===== config.mk =====
export PLATFORM = sky130hd
export DESIGN_NAME = ddr3_fifo_traffic_gen
export DESIGN_NICKNAME = d
export VERILOG_FILES = /design/src/rtl/ddr3_tg_pkg.sv /design/src/rtl/ddr3_tg_checker.sv /design/src/rtl/ddr3_fifo_traffic_gen.sv
export SDC_FILE = /design/constraint.sdc
export NUM_CORES = 1
export LEC_CHECK = 0
export BUFFER_PORTS_ARGS = -buffer_cell sky130_fd_sc_hd__buf_4
export CORE_AREA = 2 2 123 125
export CTS_CLUSTER_SIZE = 25
export DETAILED_ROUTE_END_ITERATION = 16
export DIE_AREA = 0 0 125 127
export PLACE_DENSITY = 0.84
export SKIP_CTS_REPAIR_TIMING = 1
export SYNTH_ARGS = -nofsm -noshare
export SYNTH_HDL_FRONTEND = slang
export SYNTH_SLANG_ARGS = --single-unit

===== constraint.sdc =====
create_clock -name clk -period 4.34 [get_ports clk]
set_clock_uncertainty 0.1 [all_clocks]
set_input_delay 0.434 -clock clk [delete_from_list [all_inputs] [get_ports clk]]
set_output_delay 0.434 -clock clk [all_outputs]
set_load 0.01 [all_outputs]

===== src/rtl/ddr3_tg_pkg.sv =====
// Shared types for the DDR3 FIFO traffic generator.
// Holds the run-state encoding and the index/counter width.
package ddr3_tg_pkg;

    localparam int CNT_W = 16;

    typedef enum logic [2:0] {
        S_IDLE      = 3'd0,
        S_WAIT_INIT = 3'd1,
        S_WRITE     = 3'd2,
        S_SETTLE1   = 3'd3,
        S_RCLR      = 3'd4,
        S_SETTLE2   = 3'd5,
        S_READ      = 3'd6,
        S_DONE      = 3'd7
    } tg_state_t;

endpackage


===== src/rtl/ddr3_tg_checker.sv =====
// Read-back checker: compares rd_fifo data one cycle after rden.
// Ports: clk, reset, clear, rd_en, rd_idx, rd_data -> cmp_cnt, err_cnt, first_err_idx.
module ddr3_tg_checker
    import ddr3_tg_pkg::*;
#(
    parameter int FIFO_DW    = 16,
    parameter int DATA_BEGIN = 1
) (
    input  logic               clk,
    input  logic               reset,
    input  logic               clear,
    input  logic               rd_en,
    input  logic [CNT_W-1:0]   rd_idx,
    input  logic [FIFO_DW-1:0] rd_data,
    output logic [CNT_W-1:0]   cmp_cnt,
    output logic [CNT_W-1:0]   err_cnt,
    output logic [CNT_W-1:0]   first_err_idx
);

    logic               vld_q;
    logic [CNT_W-1:0]   idx_q;
    logic [FIFO_DW-1:0] exp_data;
    logic               miss;

    assign exp_data = FIFO_DW'(DATA_BEGIN) + FIFO_DW'(idx_q);
    assign miss     = vld_q && (rd_data != exp_data);

    always_ff @(posedge clk or posedge reset) begin
        if (reset) begin
            vld_q         <= 1'b0;
            idx_q         <= '0;
            cmp_cnt       <= '0;
            err_cnt       <= '0;
            first_err_idx <= '0;
        end else if (clear) begin
            vld_q         <= 1'b0;
            idx_q         <= '0;
            cmp_cnt       <= '0;
            err_cnt       <= '0;
            first_err_idx <= '0;
        end else begin
            vld_q <= rd_en;
            idx_q <= rd_idx;
            if (vld_q)
                cmp_cnt <= cmp_cnt + 1'b1;
            if (miss) begin
                // err_cnt never returns to 0 once bumped, so it doubles as the first-miss flag
                if (err_cnt == '0)
                    first_err_idx <= idx_q;
                if (err_cnt != '1)
                    err_cnt <= err_cnt + 1'b1;
            end
        end
    end

endmodule


===== src/rtl/ddr3_fifo_traffic_gen.sv =====
// Pattern writer/reader for the ddr3_ctrl_2port FIFO ports with run status.
// Ports: clk, reset, start, ddr3_init_done, wr/rd fifo ports, busy/done/pass/timeout, err_cnt, first_err_idx.
module ddr3_fifo_traffic_gen
    import ddr3_tg_pkg::*;
#(
    parameter int FIFO_DW       = 16,
    parameter int WORD_CNT      = 1024,
    parameter int DATA_BEGIN    = 1,
    parameter int SETTLE_CYCLES = 200,
    parameter int CLR_CYCLES    = 2,
    parameter int TIMEOUT       = 65535
) (
    input  logic               clk,
    input  logic               reset,
    input  logic               start,
    input  logic               ddr3_init_done,
    output logic               wrfifo_clr,
    output logic               wrfifo_wren,
    output logic [FIFO_DW-1:0] wrfifo_din,
    input  logic               wrfifo_full,
    output logic               rdfifo_clr,
    output logic               rdfifo_rden,
    input  logic [FIFO_DW-1:0] rdfifo_dout,
    input  logic               rdfifo_empty,
    output logic               busy,
    output logic               done,
    output logic               pass,
    output logic               timeout,
    output logic [15:0]        err_cnt,
    output logic [15:0]        first_err_idx
);

    localparam logic [CNT_W-1:0] WC = CNT_W'(WORD_CNT);
    localparam logic [CNT_W-1:0] SC = CNT_W'(SETTLE_CYCLES - 1);
    localparam logic [CNT_W-1:0] CC = CNT_W'(CLR_CYCLES - 1);
    localparam logic [CNT_W-1:0] TO = CNT_W'(TIMEOUT - 1);

    tg_state_t        state;
    logic             init_s1, init_s2;
    logic [CNT_W-1:0] wr_idx, rd_idx, cnt, prog_cnt, cmp_cnt;
    logic             wr_go, rd_go, xfer, run_req, abort;

    // FIFO strobes are gated by full/empty in the same cycle so a write
    // can never land on a full wr_fifo nor a read on an empty rd_fifo.
    assign wr_go   = (state == S_WRITE) && !wrfifo_full && (wr_idx < WC);
    assign rd_go   = (state == S_READ) && !rdfifo_empty && (rd_idx < WC);
    assign xfer    = (state == S_WRITE) || (state == S_READ);
    assign run_req = start && ((state == S_IDLE) || (state == S_DONE));
    assign abort   = xfer && !wr_go && !rd_go && (prog_cnt == TO);

    assign wrfifo_wren = wr_go;
    assign rdfifo_rden = rd_go;
    assign wrfifo_din  = (state == S_WRITE) ?
                         FIFO_DW'(DATA_BEGIN) + FIFO_DW'(wr_idx) : '0;

    always_ff @(posedge clk or posedge reset) begin
        if (reset) begin
            init_s1 <= 1'b0;
            init_s2 <= 1'b0;
        end else begin
            init_s1 <= ddr3_init_done;
            init_s2 <= init_s1;
        end
    end

    always_ff @(posedge clk or posedge reset) begin
        if (reset) begin
            state      <= S_IDLE;
            wrfifo_clr <= 1'b1;
            rdfifo_clr <= 1'b1;
            busy       <= 1'b0;
            done       <= 1'b0;
            pass       <= 1'b0;
            timeout    <= 1'b0;
            wr_idx     <= '0;
            rd_idx     <= '0;
            cnt        <= '0;
            prog_cnt   <= '0;
        end else begin
            prog_cnt <= (xfer && !(wr_go || rd_go)) ? prog_cnt + 1'b1 : '0;
            if (run_req) begin
                state      <= S_WAIT_INIT;
                wrfifo_clr <= 1'b0;
                rdfifo_clr <= 1'b0;
                busy       <= 1'b1;
                done       <= 1'b0;
                pass       <= 1'b0;
                timeout    <= 1'b0;
                wr_idx     <= '0;
                rd_idx     <= '0;
                cnt        <= '0;
            end else if (abort) begin
                state   <= S_DONE;
                busy    <= 1'b0;
                done    <= 1'b1;
                timeout <= 1'b1;
                pass    <= 1'b0;
            end else begin
                unique case (state)
                    S_IDLE: begin
                        wrfifo_clr <= 1'b1;
                        rdfifo_clr <= 1'b1;
                    end
                    S_WAIT_INIT: begin
                        if (init_s2)
                            state <= S_WRITE;
                    end
                    S_WRITE: begin
                        if (wr_idx == WC) begin
                            state <= S_SETTLE1;
                            cnt   <= '0;
                        end else if (wr_go) begin
                            wr_idx <= wr_idx + 1'b1;
                        end
                    end
                    S_SETTLE1: begin
                        if (cnt == SC) begin
                            state      <= S_RCLR;
                            cnt        <= '0;
                            rdfifo_clr <= 1'b1;
                        end else begin
                            cnt <= cnt + 1'b1;
                        end
                    end
                    S_RCLR: begin
                        if (cnt == CC) begin
                            state      <= S_SETTLE2;
                            cnt        <= '0;
                            rdfifo_clr <= 1'b0;
                        end else begin
                            cnt <= cnt + 1'b1;
                        end
                    end
                    S_SETTLE2: begin
                        if (cnt == SC) begin
                            state  <= S_READ;
                            rd_idx <= '0;
                        end else begin
                            cnt <= cnt + 1'b1;
                        end
                    end
                    S_READ: begin
                        // finish only once the last delayed compare has retired
                        if (cmp_cnt == WC) begin
                            state <= S_DONE;
                            busy  <= 1'b0;
                            done  <= 1'b1;
                            pass  <= (err_cnt == '0);
                        end else if (rd_go) begin
                            rd_idx <= rd_idx + 1'b1;
                        end
                    end
                    S_DONE: begin
                        done <= 1'b1;
                    end
                endcase
            end
        end
    end

    ddr3_tg_checker #(
        .FIFO_DW   (FIFO_DW),
        .DATA_BEGIN(DATA_BEGIN)
    ) u_checker (
        .clk          (clk),
        .reset        (reset),
        .clear        (run_req),
        .rd_en        (rd_go),
        .rd_idx       (rd_idx),
        .rd_data      (rdfifo_dout),
        .cmp_cnt      (cmp_cnt),
        .err_cnt      (err_cnt),
        .first_err_idx(first_err_idx)
    );

endmodule


* Word level (Yosys, flattened, before mapping)
Cells that the tools add are included.
Storage, ports and cells: flip-flop bits (word level) 140, output and inout port bits 56, logic and storage cells 162
Cells by class: $add $sub $neg 7, order comparisons 2, equal/unequal tests 29, muxes and demuxes 61, reduce and logical (&&, ||, !) cells 45
Operators by type and width (count):
- 16-bit 2-to-1 mux | 27
- 16-bit by 1-bit adder with 16-bit output, second input constant | 6
- 16-bit case mux with 4 select lines | 1
- 16-bit by 11-bit == test with 1-bit output, second input constant | 2
- 16-bit by 11-bit < comparator with 1-bit output, second input constant | 2
- 16-bit case mux with 2 select lines | 1
- 3-bit 2-to-1 mux | 8
- 1-bit 2-to-1 mux | 21
- 3-bit inequality test, second input constant | 6
- 3-bit case mux with 6 select lines | 1
- 1-bit by 16-bit adder with 16-bit output, first input constant | 1
- 16-bit by 1-bit == test with 1-bit output, second input constant | 1
- 16-bit == test, second input constant | 1
- 16-bit by 8-bit == test with 1-bit output, second input constant | 1
- 16-bit logical NOT | 1
- 16-bit inequality test | 1
- 16-bit inequality test, second input constant | 1
- 4-bit inequality test, second input constant | 4
- 2-bit nonzero test | 8
- 3-bit == test, second input constant | 4
- 4-bit AND reduction | 3
- 1-bit logical AND | 10
- 2-bit AND reduction | 5
- 3-bit nonzero test | 3
- other kinds (15) | 25

* Depth between registers and ports, before layout
word-level depth 9, depth in mapped cells 11, gate-level depth less buffers 10

* Cells and area by module
Synthesis repeated with hierarchy kept, for this count alone.
Second synthesis, totals: cells, all modules 836, area, all modules 7728.7 um^2
By module, submodules not included:
- ddr3_fifo_traffic_gen | instances 1, cells each 475, area each 4166.5 um^2, sequential area each 1879.3 um^2
- ddr3_tg_checker | instances 1, cells each 361, area each 3562.2 um^2, sequential area each 1626.6 um^2

* Worst setup path after synthesis
OpenSTA, ideal clock, no wires.
kind flip-flop to flip-flop, start point reg u_checker.idx_q[0], end point reg u_checker.err_cnt[10], setup time 0.078 ns, data arrival time 2.301 ns, required time 4.162 ns, setup slack 1.861 ns, cell stages (with the launch flop) 11, buffers on the path 1, period minus slack after synthesis 2.479 ns, cells stage by stage dfrtp_1 -> ha_1 -> nand3_2 -> nor4_1 -> xnor2_1 -> nor3_1 -> and4b_4 -> and2_4 -> buf_6 -> or3_1 -> a21oi_1
On the way: longest elaborated chain between the ends 5
RTL lines:
- from (decl) | line ddr3_tg_checker.sv:21 | logic [CNT_W-1:0] idx_q;
- from (signal assigned) | line ddr3_tg_checker.sv:43 | idx_q <= rd_idx;
- 1-bit by 16-bit adder with 16-bit output | line ddr3_tg_checker.sv:25 | assign exp_data = FIFO_DW'(DATA_BEGIN) + FIFO_DW'(idx_q);
- 16-bit inequality test | line ddr3_tg_checker.sv:26 | assign miss = vld_q && (rd_data != exp_data);
- 1-bit logical AND | line ddr3_tg_checker.sv:26
- 2-bit nonzero test (no source line)
- 2-bit AND reduction (no source line)
- to (signal assigned) | line ddr3_tg_checker.sv:51 | err_cnt <= err_cnt + 1'b1;
- to (decl) | line ddr3_tg_checker.sv:16 | output logic [CNT_W-1:0] err_cnt,
No other way between the ends. A chain may end at the register's enable or synchronous reset.

* Final worst setup path
start point reg state[1], end point out wrfifo_wren
On the way: longest elaborated chain between the ends 3
RTL lines:
- from (decl) | line ddr3_fifo_traffic_gen.sv:38 | tg_state_t state;
- from (signal assigned) | line ddr3_fifo_traffic_gen.sv:68 | state <= S_IDLE;
- from (signal assigned) | line ddr3_fifo_traffic_gen.sv:82 | state <= S_WAIT_INIT;
- from (signal assigned) | line ddr3_fifo_traffic_gen.sv:93 | state <= S_DONE;
- 3-bit by 2-bit == test with 1-bit output | line ddr3_fifo_traffic_gen.sv:45 | assign wr_go = (state == S_WRITE) && !wrfifo_full && (wr_idx < WC);
- 1-bit logical AND (2 in a row) | line ddr3_fifo_traffic_gen.sv:45
- to (decl) | line ddr3_fifo_traffic_gen.sv:18 | output logic wrfifo_wren,
No other way between the ends.

==> results.yml <==
final_layout:
  syn_to_final_growth_pct: 16.6
  final_layout_size_suffix_gt1_frac: 0.153
  n_antenna_cell: 0
  fillers: 1200
  multi_input_area_sq_um: 3860
  seqCellArea_sq_um: 3510
  fin_nets: 936
timing:
  hold_viol: 0
  fin_hold_ws_ns: 0.00255
  finalSetupViolCount: 0
  relSlewSlack: 0.193
  fmax_mhz: 301
  grt_setup_unrepaired: "no"
  tns_ns: 0
  fin_crit_ns: 3.32
  drv_slew: 0
  tightestPinTransition_ns: 1.21
  fin_crit_sh: 0.765
logic_synthesis:
  syn_nets: 880
  synthDistinctLibCells: 69
  ys_seq_area_frac: 0.458
  yosysTopAreaCellShare: 0.451
  synth_area_leaders: "dfrtp_1 (45%), o21ai_0 (5.1%), nor2_1 (5.0%), xnor2_1 (4.0%), nand2_1 (3.8%)"
  synthCells: 846
  synth_ff_type: "dfrtp_1"
  ys_warn_count: 0
  async_flop_share: 1.00
  synth_edf_count: 0
  synth_top_cell_by_area: "dfrtp_1"
  syn_avg_cell_area_sq_um: 9.05
  synth_area_sq_um: 7660
  synth-seq-cells: 140
clock_tree:
  cts.root.buffer_cell: "clkbuf_16"
  cts_num_sinks: 140
  cts_buffers: 17
  cts_max_level: 4
  clockBufferDepth: 2
  clk_pin_slew_worst_paths_ns: 0.06
  cts_tree: "built"
  clock_latency_ns: 0.42
global_routing:
  overflow: 0
  grt_max_degree: 70
  grt_usage: 0.215
  antenna_found_initial: 0
  grt_pass1_wl_microns: 28000
  grt_pass1_vias: 5911
drt:
  drc: 0
  avgViaCountPerCell: 5.84
  firstDrtPassIters: 5
  drtAntennaViolNets: 0
  wirelength_microns: 17000
  vias: 6410
  avgRoutedWirePerCell_microns: 15.5
  first_iter_violations: 688
worst_setup_path:
  r2r_setup_slack_ns: 1.35
  required_ns: 3.81
  regToRegEndpoint: "u_checker.err_cnt[7]"
  cp.arrival_ns: 2.79
  timing_worst_setup_path_type: "register to output port"
  r2r-start: "u_checker.idx_q[0]"
  cp-start-kind: "register"
  crit_path_max_fanout: 18
  rr_worst_depth: 9
  crit_path_end_kind: "output port"
floorplan:
  die_w_microns: 125
  die_area_sq_um: 15900
  start_util: 0.531
  die_h_microns: 127
  placementRows: 44
  io_pins: 78
  coreArea_sq_um: 14400
status:
  status: "finished, final reports clean"
place:
  dp.final_hpwl_microns: 11400
  place_congestion: 0.824
  io_buffer_count: 77
pwr:
  power_density_nw_per_um2: 326
  peakVddDrop_uv: 262
  power_leakage_nw: 3.84
worst_hold_path:
  holdCritPathClass: "input port to asynchronous set/reset pin"
run:
  maxCapViolCount: 0
[state kept, by name, indices dropped and copies added, names as in the netlist, 3 cells and up]
signal,flops
u_checker.cmp_cnt,16
u_checker.err_cnt,16
wr_idx,16
rd_idx,16
u_checker.idx_q,16
u_checker.first_err_idx,16
cnt,16
state,3
prog_cnt,16
[worst max-delay path by stage]
stage,start,cells past startpoint,end,slack [ns]
after floorplan,reset,1,busy,0.06
after detailed placement,u_checker.idx_q[0],9,u_checker.err_cnt[3],1.40
after CTS,state[1],5,wrfifo_wren,1.02
final,state[1],5,wrfifo_wren,1.02
after global placement,u_checker.idx_q[0],9,u_checker.err_cnt[7],1.47
after global routing,state[1],5,wrfifo_wren,0.83
[synthesized netlist by cell type, drive strengths merged (8+ instances only)]
cell and number:
a21oi 29, and2 26, and3 36, buf 17, clkbuf 27, dfrtp 138, ha 12, inv 25
nand2 77, nand3 45, nand4 24, nor2 101, nor3 15, nor4 13, o21ai 84, o31ai 32
or3 8, xnor2 35, xor2 32
[layout by cell type (no fill, tap or decap), types with 7 or more instances in the layout]
cell / instances
nand4_1: 23
and2_1: 24
clkbuf_16: 17
nand2b_1: 7
ha_1: 12
nor2_1: 101
nor4_1: 11
and3_1: 36
o21ai_0: 77
or3_1: 8
inv_1: 23
nor3_1: 14
mux2i_1: 7
nand3_1: 43
xor2_1: 32
o31ai_1: 32
nand2_1: 77
xnor2_1: 35
a21oi_1: 27
buf_4: 81
dfrtp_1: 138
[power by group]
part | internal (W) | leakage, nW | switching (W)
Clock | 0.00102 | 0.304 | 0.000525
Sequential | 0.00131 | 1.76 | 0.000000493
Combinational | 0.0000229 | 1.77 | 0.0000407
Total | 0.00235 | 3.84 | 0.000566
[metrics by stage]
stage / util / setup slack [ns] / instances / area, sq um / total power, W
after detailed placement: 0.576 / 1.40 / 1067 / 8300 / 0.00140
after floorplan: - / 0.0564 / 846 / 7660 / 0.00137
final: 0.619 / 1.02 / 1098 / 8930 / 0.00292
after global placement: 0.576 / 1.47 / 1067 / 8300 / 0.00140
after global routing: 0.619 / 0.831 / 1098 / 8930 / 0.00301
after CTS: 0.619 / 1.02 / 1098 / 8930 / 0.00294
[layout make-up]
cell class | instances | area share
Sequential cell | 140 | 0.393
Timing Repair Buffer | 81 | 0.0681
Inverter | 25 | 0.0111
Clock buffer | 25 | 0.0555
Multi-Input combinational cell | 637 | 0.432
Clock inverter | 6 | 0.0149
Tap cell | 184 | 0.0258
[worst max-delay path, stage by stage, from the launching register on]
cell and delay (ns):
dfrtp_1 0.59, nor2b_1 0.34, nand2_1 0.38, or2_2 0.54, inv_1 0.32, buf_4 0.19
[logic make-up (layout without fill, tap and decap cells)]
logic type                 after synthesis  in the layout  share of synthesized area
buffers and inverters                   69            137                     0.0391
xor gates and xnor gates                67             67                     0.0766
muxes                                    7              7                    0.00915
and+or+nand+nor                        378            378                      0.258
AOI/OAI and AO/OA                      173            173                      0.140
DFF                                    140            140                      0.458
adders and majority gates               12             12                     0.0196
[routing by layer]
metal,vias up,track usage,wire [microns]
li1,3095,-,-
met1,3077,0.282,7650
met3,37,0.0465,821
met2,201,0.343,8050
met4,0,0.106,461
met5,-,0,0
No activity file was read; power rests on OpenSTA's default activity.
